[src/rtl/mascota_pkg.sv]
// Shared mood codes, default timing and the level-to-mood helpers for the pet controller.
package mascota_pkg;

    typedef enum logic [2:0] {
        FELIZ      = 3'd0,
        NEUTRO     = 3'd1,
        TRISTE     = 3'd2,
        CANSADO    = 3'd3,
        HAMBRIENTO = 3'd4,
        ENFERMO    = 3'd5,
        MUERTO     = 3'd6
    } estado_t;

    localparam int unsigned T_MIN_DEF    = 50_000_000;
    localparam int unsigned T_MUERTE_DEF = 500_000_000;
    localparam int unsigned T_TEST_DEF   = 250_000_000;

    // Most urgent need first; FELIZ only when every level is comfortable.
    function automatic estado_t estado_candidato(input logic [1:0] animo,
                                                 input logic [1:0] energia,
                                                 input logic [1:0] descanso,
                                                 input logic [1:0] medicina);
        estado_t r;
        if (medicina == 2'd0)      r = ENFERMO;
        else if (energia == 2'd0)  r = HAMBRIENTO;
        else if (descanso == 2'd0) r = CANSADO;
        else if (animo == 2'd0)    r = TRISTE;
        else if (animo >= 2'd2 && energia >= 2'd2 && descanso >= 2'd2 && medicina >= 2'd2)
                                   r = FELIZ;
        else                       r = NEUTRO;
        return r;
    endfunction

    function automatic logic [2:0] contar_ceros(input logic [1:0] animo,
                                                input logic [1:0] energia,
                                                input logic [1:0] descanso,
                                                input logic [1:0] medicina);
        return {2'b00, animo == 2'd0} + {2'b00, energia == 2'd0}
             + {2'b00, descanso == 2'd0} + {2'b00, medicina == 2'd0};
    endfunction

endpackage

[src/rtl/controlador_mascota_if.sv]
// Need levels and test button in, displayed mood and counter enables out.
interface controlador_mascota_if;

    logic [1:0] Nivel_Animo;
    logic [1:0] Nivel_Energia;
    logic [1:0] Nivel_Descanso;
    logic [1:0] Nivel_Medicina;
    logic       B_Test;
    logic [2:0] Estado;
    logic       Cambio_Estado;
    logic       Modo_Test;
    logic       Activo_Comida;
    logic       Activo_Medicina;

    modport slave (
        input  Nivel_Animo, Nivel_Energia, Nivel_Descanso, Nivel_Medicina, B_Test,
        output Estado, Cambio_Estado, Modo_Test, Activo_Comida, Activo_Medicina
    );

    modport master (
        output Nivel_Animo, Nivel_Energia, Nivel_Descanso, Nivel_Medicina, B_Test,
        input  Estado, Cambio_Estado, Modo_Test, Activo_Comida, Activo_Medicina
    );

endinterface

[src/rtl/temporizador_sat.sv]
// Saturating up-counter; lleno flags count == LIMITE. clr wins over en.
module temporizador_sat #(
    parameter int unsigned LIMITE = 4
) (
    input  logic clk,
    input  logic B_reset,
    input  logic clr,
    input  logic en,
    output logic lleno
);

    localparam int unsigned W = (LIMITE < 1) ? 1 : $clog2(LIMITE + 1);
    localparam logic [W-1:0] TOPE = W'(LIMITE);

    logic [W-1:0] cnt;

    // NOTE: sequential state is written with <= so every register samples pre-edge values.
    always_ff @(posedge clk) begin
        if (B_reset || clr)
            cnt <= '0;
        else if (en && cnt != TOPE)
            cnt <= cnt + 1'b1;
    end

    assign lleno = (cnt == TOPE);

endmodule

[src/rtl/controlador_mascota.sv]
// Pet mood FSM with dwell/death timers and a test overlay cycling all mood codes.
module controlador_mascota
    import mascota_pkg::*;
#(
    parameter int unsigned T_MIN    = T_MIN_DEF,
    parameter int unsigned T_MUERTE = T_MUERTE_DEF,
    parameter int unsigned T_TEST   = T_TEST_DEF
) (
    input  logic                  clk,
    input  logic                  B_reset,
    controlador_mascota_if.slave  bus
);

    estado_t    est_q, est_d, cand;
    logic       modo_q, modo_d;
    logic [2:0] test_q, test_d, estado_d;
    logic       dwell_lleno, muerte_lleno, test_lleno;
    logic       muerto, cargar, varios_ceros;

    assign cand = estado_candidato(bus.Nivel_Animo, bus.Nivel_Energia,
                                   bus.Nivel_Descanso, bus.Nivel_Medicina);
    assign varios_ceros = contar_ceros(bus.Nivel_Animo, bus.Nivel_Energia,
                                       bus.Nivel_Descanso, bus.Nivel_Medicina) >= 3'd2;
    assign muerto = (est_q == MUERTO);
    assign cargar = !muerto && (cand != est_q) && dwell_lleno;

    temporizador_sat #(.LIMITE(T_MIN)) u_dwell (
        .clk(clk), .B_reset(B_reset), .clr(cargar), .en(!muerto), .lleno(dwell_lleno)
    );

    temporizador_sat #(.LIMITE(T_MUERTE)) u_muerte (
        .clk(clk), .B_reset(B_reset), .clr(!muerto && !varios_ceros),
        .en(!muerto && varios_ceros), .lleno(muerte_lleno)
    );

    // Counting starts the cycle after a pulse and the exit is registered, so the
    // limit sits two short of T_TEST to drop Modo_Test exactly T_TEST cycles later.
    temporizador_sat #(.LIMITE(T_TEST - 2)) u_test (
        .clk(clk), .B_reset(B_reset), .clr(bus.B_Test || !modo_q), .en(modo_q),
        .lleno(test_lleno)
    );

    // NOTE: every always_comb output gets a default first so no path infers a latch.
    always_comb begin
        est_d  = est_q;
        modo_d = modo_q;
        test_d = test_q;
        if (!muerto) begin
            if (muerte_lleno) est_d = MUERTO;
            else if (cargar)  est_d = cand;
        end
        if (bus.B_Test) begin
            if (!modo_q) begin
                modo_d = 1'b1;
                test_d = 3'd0;
            end else begin
                test_d = (test_q == 3'd6) ? 3'd0 : test_q + 3'd1;
            end
        end else if (modo_q && test_lleno) begin
            modo_d = 1'b0;
        end
        estado_d = modo_d ? test_d : est_d;
    end

    always_ff @(posedge clk) begin
        if (B_reset) begin
            est_q               <= FELIZ;
            modo_q              <= 1'b0;
            test_q              <= 3'd0;
            bus.Estado          <= 3'd0;
            bus.Cambio_Estado   <= 1'b0;
            bus.Modo_Test       <= 1'b0;
            bus.Activo_Comida   <= 1'b0;
            bus.Activo_Medicina <= 1'b0;
        end else begin
            est_q               <= est_d;
            modo_q              <= modo_d;
            test_q              <= test_d;
            bus.Estado          <= estado_d;
            bus.Cambio_Estado   <= (estado_d != bus.Estado);
            bus.Modo_Test       <= modo_d;
            bus.Activo_Comida   <= !modo_d && est_d != MUERTO && est_d != CANSADO
                                   && bus.Nivel_Energia != 2'd3;
            bus.Activo_Medicina <= !modo_d && est_d != MUERTO && bus.Nivel_Medicina != 2'd3;
        end
    end

endmodule

[src/flat_wrapper.sv]
// flat-port wrapper written by rule: the top's interface ports become plain ports
module controlador_mascota_flat import mascota_pkg::*;
#(
    parameter int unsigned T_MIN    = T_MIN_DEF,
    parameter int unsigned T_MUERTE = T_MUERTE_DEF,
    parameter int unsigned T_TEST   = T_TEST_DEF
)
  (clk, B_reset, bus_Nivel_Animo, bus_Nivel_Energia, bus_Nivel_Descanso, bus_Nivel_Medicina, bus_B_Test, bus_Estado, bus_Cambio_Estado, bus_Modo_Test, bus_Activo_Comida, bus_Activo_Medicina);
  controlador_mascota_if bus_i ();
  input  logic clk;
  input  logic B_reset;
  input wire logic [$bits(bus_i.Nivel_Animo)-1:0] bus_Nivel_Animo;
  input wire logic [$bits(bus_i.Nivel_Energia)-1:0] bus_Nivel_Energia;
  input wire logic [$bits(bus_i.Nivel_Descanso)-1:0] bus_Nivel_Descanso;
  input wire logic [$bits(bus_i.Nivel_Medicina)-1:0] bus_Nivel_Medicina;
  input wire logic [$bits(bus_i.B_Test)-1:0] bus_B_Test;
  output wire logic [$bits(bus_i.Estado)-1:0] bus_Estado;
  output wire logic [$bits(bus_i.Cambio_Estado)-1:0] bus_Cambio_Estado;
  output wire logic [$bits(bus_i.Modo_Test)-1:0] bus_Modo_Test;
  output wire logic [$bits(bus_i.Activo_Comida)-1:0] bus_Activo_Comida;
  output wire logic [$bits(bus_i.Activo_Medicina)-1:0] bus_Activo_Medicina;
  assign bus_i.Nivel_Animo = bus_Nivel_Animo;
  assign bus_i.Nivel_Energia = bus_Nivel_Energia;
  assign bus_i.Nivel_Descanso = bus_Nivel_Descanso;
  assign bus_i.Nivel_Medicina = bus_Nivel_Medicina;
  assign bus_i.B_Test = bus_B_Test;
  assign bus_Estado = bus_i.Estado;
  assign bus_Cambio_Estado = bus_i.Cambio_Estado;
  assign bus_Modo_Test = bus_i.Modo_Test;
  assign bus_Activo_Comida = bus_i.Activo_Comida;
  assign bus_Activo_Medicina = bus_i.Activo_Medicina;
  controlador_mascota #(.T_MIN(T_MIN), .T_MUERTE(T_MUERTE), .T_TEST(T_TEST)) u_core (.clk(clk), .B_reset(B_reset), .bus(bus_i));
endmodule
[config.mk]
export PLATFORM = sky130hd
export DESIGN_NAME = controlador_mascota_flat
export DESIGN_NICKNAME = d
export VERILOG_FILES = /design/src/rtl/mascota_pkg.sv /design/src/rtl/controlador_mascota_if.sv /design/src/rtl/temporizador_sat.sv /design/src/rtl/controlador_mascota.sv /design/src/flat_wrapper.sv
export SDC_FILE = /design/constraint.sdc
export NUM_CORES = 1
export LEC_CHECK = 0
export CAP_MARGIN = 20
export CORE_MARGIN = 5
export CORE_UTILIZATION = 40
export DETAILED_ROUTE_END_ITERATION = 10
export GPL_TIMING_DRIVEN = 0
export SYNTH_ARGS = -nofsm -noshare
export SYNTH_HDL_FRONTEND = slang
export SYNTH_SLANG_ARGS = --single-unit
[constraint.sdc]
create_clock -name clk -period 3.4 [get_ports clk]
set_clock_uncertainty 0.2 [all_clocks]
set_input_delay 0.68 -clock clk [delete_from_list [all_inputs] [get_ports clk]]
set_output_delay 0.68 -clock clk [all_outputs]
set_load 0.01 [all_outputs]
==> qor.yml, run 1 <==
timing.critical_path.required_ps: 3430
n_fill_cell: 1072
layout.cells.most_common_list: "sky130_fd_sc_hd__nor2_1, sky130_fd_sc_hd__dfxtp_1, sky130_fd_sc_hd__xor2_1, sky130_fd_sc_hd__nand2_1, sky130_fd_sc_hd__nand3_1"
num_rows: 38
setup-violations-final: 0
net_count_final: 575
synth-async-reset-ratio_pct: 0
drcViolationCount: 0
post-cts-setup-buffers: 0
synth-seq-area-share_pct: 42.58
reg2reg_setup_slack_ps: 480
hold_path.startpoint: "u_core.u_muerte.cnt[28]"
critPathMaxFanout: 10
grt_pass1_wl_um: 16570
design.core.area_sq_mm: 0.01094
worst_skew_pair.late_latency_ps: 340
die_area_sq_mm: 0.01351
final_layout_size_suffix_gt1_share_pct: 5.179
grtUsageTotal_pct: 15.20
rr_worst_depth: 7
power_mw: 2.260
via_count_of_the_first_global_routing_pass: 3544
tritoncts.num_buffers: 9
cells_after_synth: 527
max_clock_freq_mhz: 317.4
hold_ws_ps: 264.4
cts-root-to-sink-buffers: 2
power_per_cell_area_mw_per_mm2: 438.7
final.period_utilization_pct: 92.67
rsz0062_at_grt: "false"
result_of_the_run: "finished, final reports clean"
number_of_diodes_added_for_antenna_fixing: 0
design.portCount: 18
port-buffer-count: 16
post_synth_instance_area_sq_mm: 0.004513
grt_overflow: 0
vias_per_cell: 5.183
antenna_violations_before_repair: 0
kind_of_critical_path: "input pin to register"
initial_utilization_pct: 41.27
detail_route.wirelength_um: 9505
worst_r2r_endpoint: "u_core.u_dwell.cnt[18]"
post_synth.cell_area_avg_sq_um: 8.564
min_cycle_time_layout_ps: 3151
synth_seq_cells: 96
crit_path_end_kind: "register"
cts_tree: "done"
final-max-slew-violation-count: 0
finalWeightedCongestion: 0.8157
startpoint_type: "input pin"
worstHoldPathCells: 2
synth-edff-count: 0
place_inst: 683
min_to: "u_core.u_muerte.cnt[28]"
vdd_ir_drop_max_mv: 0.3392
synth_cell_types: 51
area_growth_syn_to_layout_pct: 14.14
layout.area.seq_sq_mm: 0.001922
detailroute.via_count: 3628
tightest_slew_ps: 863.3
die_y_um: 116.2
hold_path_class: "register to register"
clock_sinks: 96
timing.max_slew.rel_slack_pct: 41.64
detail_route.first_pass.iterations: 6
syn_nets: 546
pin_count_of_the_biggest_net_entering_global_routing: 15
clk_pin_slew_worst_paths_ps: 60
dp_hpwl_um: 6844
avgRoutedWirePerCell_um: 13.58
dr.first_iter.drc_count: 194
htree_levels: 3
die_width_um: 116.2
layout_commonest_cell: "sky130_fd_sc_hd__nor2_1"
route.antenna.remaining_nets: 0
fin_cells: 700
hold_viol: 0
cts-root-buf: "sky130_fd_sc_hd__clkbuf_16"
synthFlopType: "sky130_fd_sc_hd__dfxtp_1"
area_used_by_multi_input_combinational_logic_sq_mm: 0.002489
synthesis.yosys.warnings: 0
leakagePower_nw: 1.691
cap_viol_max_count: 0
rr_startpoint: "u_core.u_dwell.cnt[7]"
worst_ep_arrival_time_ps: 3180
-- how the worst max path moves through the flow --
| stage | end | start |
|---|---|---|
| 3_5_place_dp | u_core.u_muerte.cnt[8] | bus_Nivel_Energia[1] |
| 5_1_grt | u_core.u_muerte.cnt[8] | bus_Nivel_Energia[1] |
| 6_report | u_core.u_muerte.cnt[6] | bus_Nivel_Energia[1] |
| 3_3_place_gp | u_core.u_muerte.cnt[15] | bus_Nivel_Energia[1] |
| 2_1_floorplan | u_core.u_muerte.cnt[10] | bus_Nivel_Energia[0] |
| 4_1_cts | u_core.u_muerte.cnt[15] | bus_Nivel_Energia[1] |
-- cells by family (layout without fill, tap and decap cells) --
group           after synthesis  after routing  share of synthesized area [%]
compound gates               41             41                          5.905
xor+xnor                     79             79                          15.33
fa+ha+maj                     8              8                          2.218
buf+inv                      25             58                          2.273
flops                        96             96                          42.58
mux                           4              4                         0.9426
simple gates                274            274                          30.75
-- critical path, stage by stage --
cell and delay, ps:
sky130_fd_sc_hd__clkdlybuf4s50_1 570, sky130_fd_sc_hd__nor2_1 80, sky130_fd_sc_hd__ha_1 300, sky130_fd_sc_hd__ha_1 290
sky130_fd_sc_hd__a211oi_1 450, sky130_fd_sc_hd__a21o_1 210, sky130_fd_sc_hd__clkbuf_2 230, sky130_fd_sc_hd__clkbuf_2 280
sky130_fd_sc_hd__nor2_1 80
-- stage by stage --
step	cell area (sq um)	utilization (%)	setup WS, ps	TNS (ps)
after floorplan	4513	-	657.8	0
after global placement	4848	44.34	-334.1	-6019
after detailed placement	4848	44.34	-393.7	-7216
after CTS	5139	46.99	19.78	0
after global routing	5151	47.11	87.60	0
final	5151	47.11	249.1	0
-- cells in the mapped netlist, drive strengths merged (10+ instances only) --
library cell | instances | area share, %
nor2 | 108 | 9.0
dfxtp | 96 | 43
xor2 | 53 | 10
nand2 | 37 | 3.1
nand3 | 29 | 3.2
xnor2 | 26 | 5.0
nand4 | 23 | 3.3
clkbuf | 13 | 1.1
nor3 | 13 | 1.4
inv | 10 | 0.83
o21ai | 10 | 1.2
-- timing repair --
action,in CTS,in global routing
cloned,0,0
resized for setup,1,4
hold buffers,0,0
setup endpoints to repair,9,20
-- per-layer routing --
metal	GRT usage (%)	wire, um	part of all wire, %
met5	0	0	0
met4	5.259	125	1.3
met3	3.627	225	2.4
met2	25.36	4552	48
met1	19.26	4602	48
-- registers in the layout, summed over array words and instances, names as in the netlist --
signal	cells
u_core.u_muerte.cnt	29
u_core.u_test.cnt	28
u_core.u_dwell.cnt	26
u_core.bus.Estado	3
u_core.est_q	3
u_core.test_q	3
u_core.bus.Activo_Comida	1
u_core.bus.Activo_Medicina	1
u_core.bus.Cambio_Estado	1
u_core.bus.Modo_Test	1
-- cell type report --
cell class	count	share of cell area (%)
repair buffers	18	3.303
clock buffers	12	4.785
well taps	140	3.401
plain buffers	15	1.336
flip-flops and latches	96	37.31
multi-input cells	406	48.31
inverters	10	0.7287
clock inverters	3	0.8258
-- power breakdown --
group	total [mW]	internal, mW	switching (mW)
registers	1.14	1.13	0.00896
logic	0.109	0.0471	0.0620
clock network	1.01	0.586	0.422
total	2.26	1.77	0.493
No activity file was read; power rests on OpenSTA's default activity.
==> run 2: changes to the inputs <==
--- a/config.mk
+++ b/config.mk
@@ -10,6 +10,7 @@
 export CORE_UTILIZATION = 40
 export DETAILED_ROUTE_END_ITERATION = 10
 export GPL_TIMING_DRIVEN = 0
+export MAX_ROUTING_LAYER = met4
 export SYNTH_ARGS = -nofsm -noshare
 export SYNTH_HDL_FRONTEND = slang
 export SYNTH_SLANG_ARGS = --single-unit
==> qor.yml, run 2 (synthesized netlist as in run 1, its figures left out) <==
area_used_by_multi_input_combinational_logic_sq_mm: 0.002489  # unchanged
worst_skew_pair.late_latency_ps: 340  # about the same
area_growth_syn_to_layout_pct: 14.14  # unchanged
grt_overflow: 0  # unchanged
worst_ep_arrival_time_ps: 3140  # -40 ps
startpoint_type: "input pin"
design.portCount: 18  # unchanged
vias_per_cell: 5.189  # +0.11%
net_count_final: 575  # unchanged
critical-path-slowest-cell: "sky130_fd_sc_hd__clkdlybuf4s50_1"
crit_chain: "clkdlybuf4s50_1 > nor2_1 > ha_1 > ha_1 > a211oi_1 > a21o_1 > clkbuf_2 > clkbuf_2 > nor2_1"
power_frac_seq_pct: 50.6  # about the same
detailroute.via_count: 3632  # +0.11%
final.period_utilization_pct: 91.41  # -1.3 points
setup_ws_ps: 292.1  # +43.03 ps
port-buffer-count: 16  # unchanged
grtUsageTotal_pct: 15.67  # +0.47 points
clock_sinks: 96  # unchanged
route.antenna.remaining_nets: 0  # unchanged
tritoncts.num_buffers: 9  # unchanged
die_y_um: 116.2  # unchanged
tightest_slew_ps: 859.8  # -3.485 ps
result_of_the_run: "finished, final reports clean"
grt_pass1_wl_um: 16590  # +0.13%
dp_hpwl_um: 6844  # unchanged
reg2reg_setup_slack_ps: 480  # about the same
hold_ws_ps: 270.0  # +5.669 ps
htree_levels: 3  # unchanged
internal_power_mw: 1.767  # about the same
power_per_cell_area_mw_per_mm2: 438.3  # about the same
crit_path_end_kind: "register"
kind_of_critical_path: "input pin to register"
leakagePower_nw: 1.691  # unchanged
total_switching_power_mw: 0.4908  # -0.37%
dr.first_iter.drc_count: 184  # -5.2%
max_clock_freq_mhz: 321.8  # +1.4%
power.clock.fraction_pct: 44.5  # about the same
vdd_ir_drop_max_mv: 0.3394  # about the same
pin_count_of_the_biggest_net_entering_global_routing: 15  # unchanged
global_route_track_usage_on_met1_pct: 19.38  # +0.13 points
pwr-share-comb_pct: 4.8  # about the same
layout_commonest_cell: "sky130_fd_sc_hd__nor2_1"
min_cycle_time_layout_ps: 3108  # -43.03 ps
timing.critical_path.slowest_cell_delay_ps: 560  # about the same
design.core.area_sq_mm: 0.01094  # unchanged
ctsHoldBuffers: 0  # unchanged
sw_frac_of_total_pct: 21.74  # -0.063 points
hold_viol: 0  # unchanged
timing.max_slew.rel_slack_pct: 41.87  # +0.24 points
place_inst: 683  # unchanged
cts-root-to-sink-buffers: 2  # unchanged
number_of_diodes_added_for_antenna_fixing: 0  # unchanged
timing.critical_path.required_ps: 3430  # about the same
die_area_sq_mm: 0.01351  # unchanged
reg.largest.list: "u_core.u_muerte.cnt (29), u_core.u_test.cnt (28), u_core.u_dwell.cnt (26)"
layout.cells.most_common_list: "sky130_fd_sc_hd__nor2_1, sky130_fd_sc_hd__dfxtp_1, sky130_fd_sc_hd__xor2_1, sky130_fd_sc_hd__nand2_1, sky130_fd_sc_hd__nand3_1"
cts-root-buf: "sky130_fd_sc_hd__clkbuf_16"
via_count_of_the_first_global_routing_pass: 3547  # +0.085%
final-max-slew-violation-count: 0  # unchanged
worstHoldPathCells: 2  # unchanged
largest_register_ffs: 29  # unchanged
final_layout_size_suffix_gt1_share_pct: 5.179  # unchanged
use_met2_pct: 25.36  # unchanged
finalWeightedCongestion: 0.8279  # +1.5%
rsz0062_at_grt: "false"
clk_pin_slew_worst_paths_ps: 60  # about the same
detail_route.first_pass.iterations: 4  # -2
cts_tree: "done"
rr_worst_depth: 7  # unchanged
critPathMaxFanout: 10  # unchanged
die_width_um: 116.2  # unchanged
avgRoutedWirePerCell_um: 13.56  # -0.11%
met3_usage_pct: 3.472  # -0.16 points
drcViolationCount: 0  # unchanged
hold_path_class: "register to register"
regMostFlops: "u_core.u_muerte.cnt"
layout.area.seq_sq_mm: 0.001922  # unchanged
place_worst_setup_slack_ps: -393.7  # unchanged
post-cts-setup-buffers: 0  # unchanged
cap_viol_max_count: 0  # unchanged
fin_tns_setup_ps: 0  # unchanged
fin_cells: 700  # unchanged
setup-violations-final: 0  # unchanged
num_rows: 38  # unchanged
n_fill_cell: 1072  # unchanged
initial_utilization_pct: 41.27  # unchanged
detail_route.wirelength_um: 9495  # -0.11%
grt_most_used_layer: "met2"
antenna_violations_before_repair: 0  # unchanged
-- run 2: cell counts in the layout (fill, tap and decap cells not counted) --
No cell type changed its count.
-- run 2: routing by layer --
metal / wire [um] / share of wire (%) / vias up
li1: - / - / 1884
met1: 4605 / 48 / 1706
met2: 4572 / 48 / 33
met3: 219 / 2.3 / 9
met4: 97 / 1.0 / 0
met5: 0 / 0 / -
-- run 2: power groups by stage --
| stage | Clock [mW] | Combinational (mW) | Sequential (mW) |
|---|---|---|---|
| 2_1_floorplan | 0 | 0.0628 | 1.17 |
| 6_report | 1.01 | 0.109 | 1.14 |
| 3_5_place_dp | 0 | 0.109 | 1.17 |
| 3_3_place_gp | 0 | 0.107 | 1.17 |
| 4_1_cts | 1.04 | 0.110 | 1.14 |
| 5_1_grt | 1.08 | 0.124 | 1.14 |
-- run 2: layout make-up --
| class | count | share of cell area, % |
|---|---|---|
| clock inverters | 3 | 0.8258 |
| clock buffers | 12 | 4.785 |
| repair buffers | 18 | 3.303 |
| inverters | 10 | 0.7287 |
| well taps | 140 | 3.401 |
| plain buffers | 15 | 1.336 |
| multi-input cells | 406 | 48.31 |
| flip-flops and latches | 96 | 37.31 |
-- run 2: final timing paths --
path                           startpoint                 endpoint
setup / recovery     bus_Nivel_Energia[1]   u_core.u_muerte.cnt[8]
hold / removal    u_core.u_muerte.cnt[28]  u_core.u_muerte.cnt[28]
setup reg to reg    u_core.u_dwell.cnt[7]   u_core.u_dwell.cnt[18]
hold reg to reg   u_core.u_muerte.cnt[28]  u_core.u_muerte.cnt[28]
-- run 2: what timing repair did --
action                     CTS  global route
resized for setup            1             4
setup endpoints to repair    9            20
pin swaps                    0             0
-- run 2: metrics by stage --
step	instance area (sq um)	utilization, %	power, mW
after detailed placement	4848	44.34	1.278
after global placement	4848	44.34	1.276
final	5151	47.11	2.258
after CTS	5139	46.99	2.289
after floorplan	4513	-	1.232
after global routing	5151	47.11	2.351
-- run 2: critical path, delay by kind of cell --
kind / cells / cell delay (ps)
buffers and inverters: 3 / 1070
AOI/OAI and AO/OA: 2 / 630
adders and majority gates: 2 / 580
and+or+nand+nor: 2 / 160
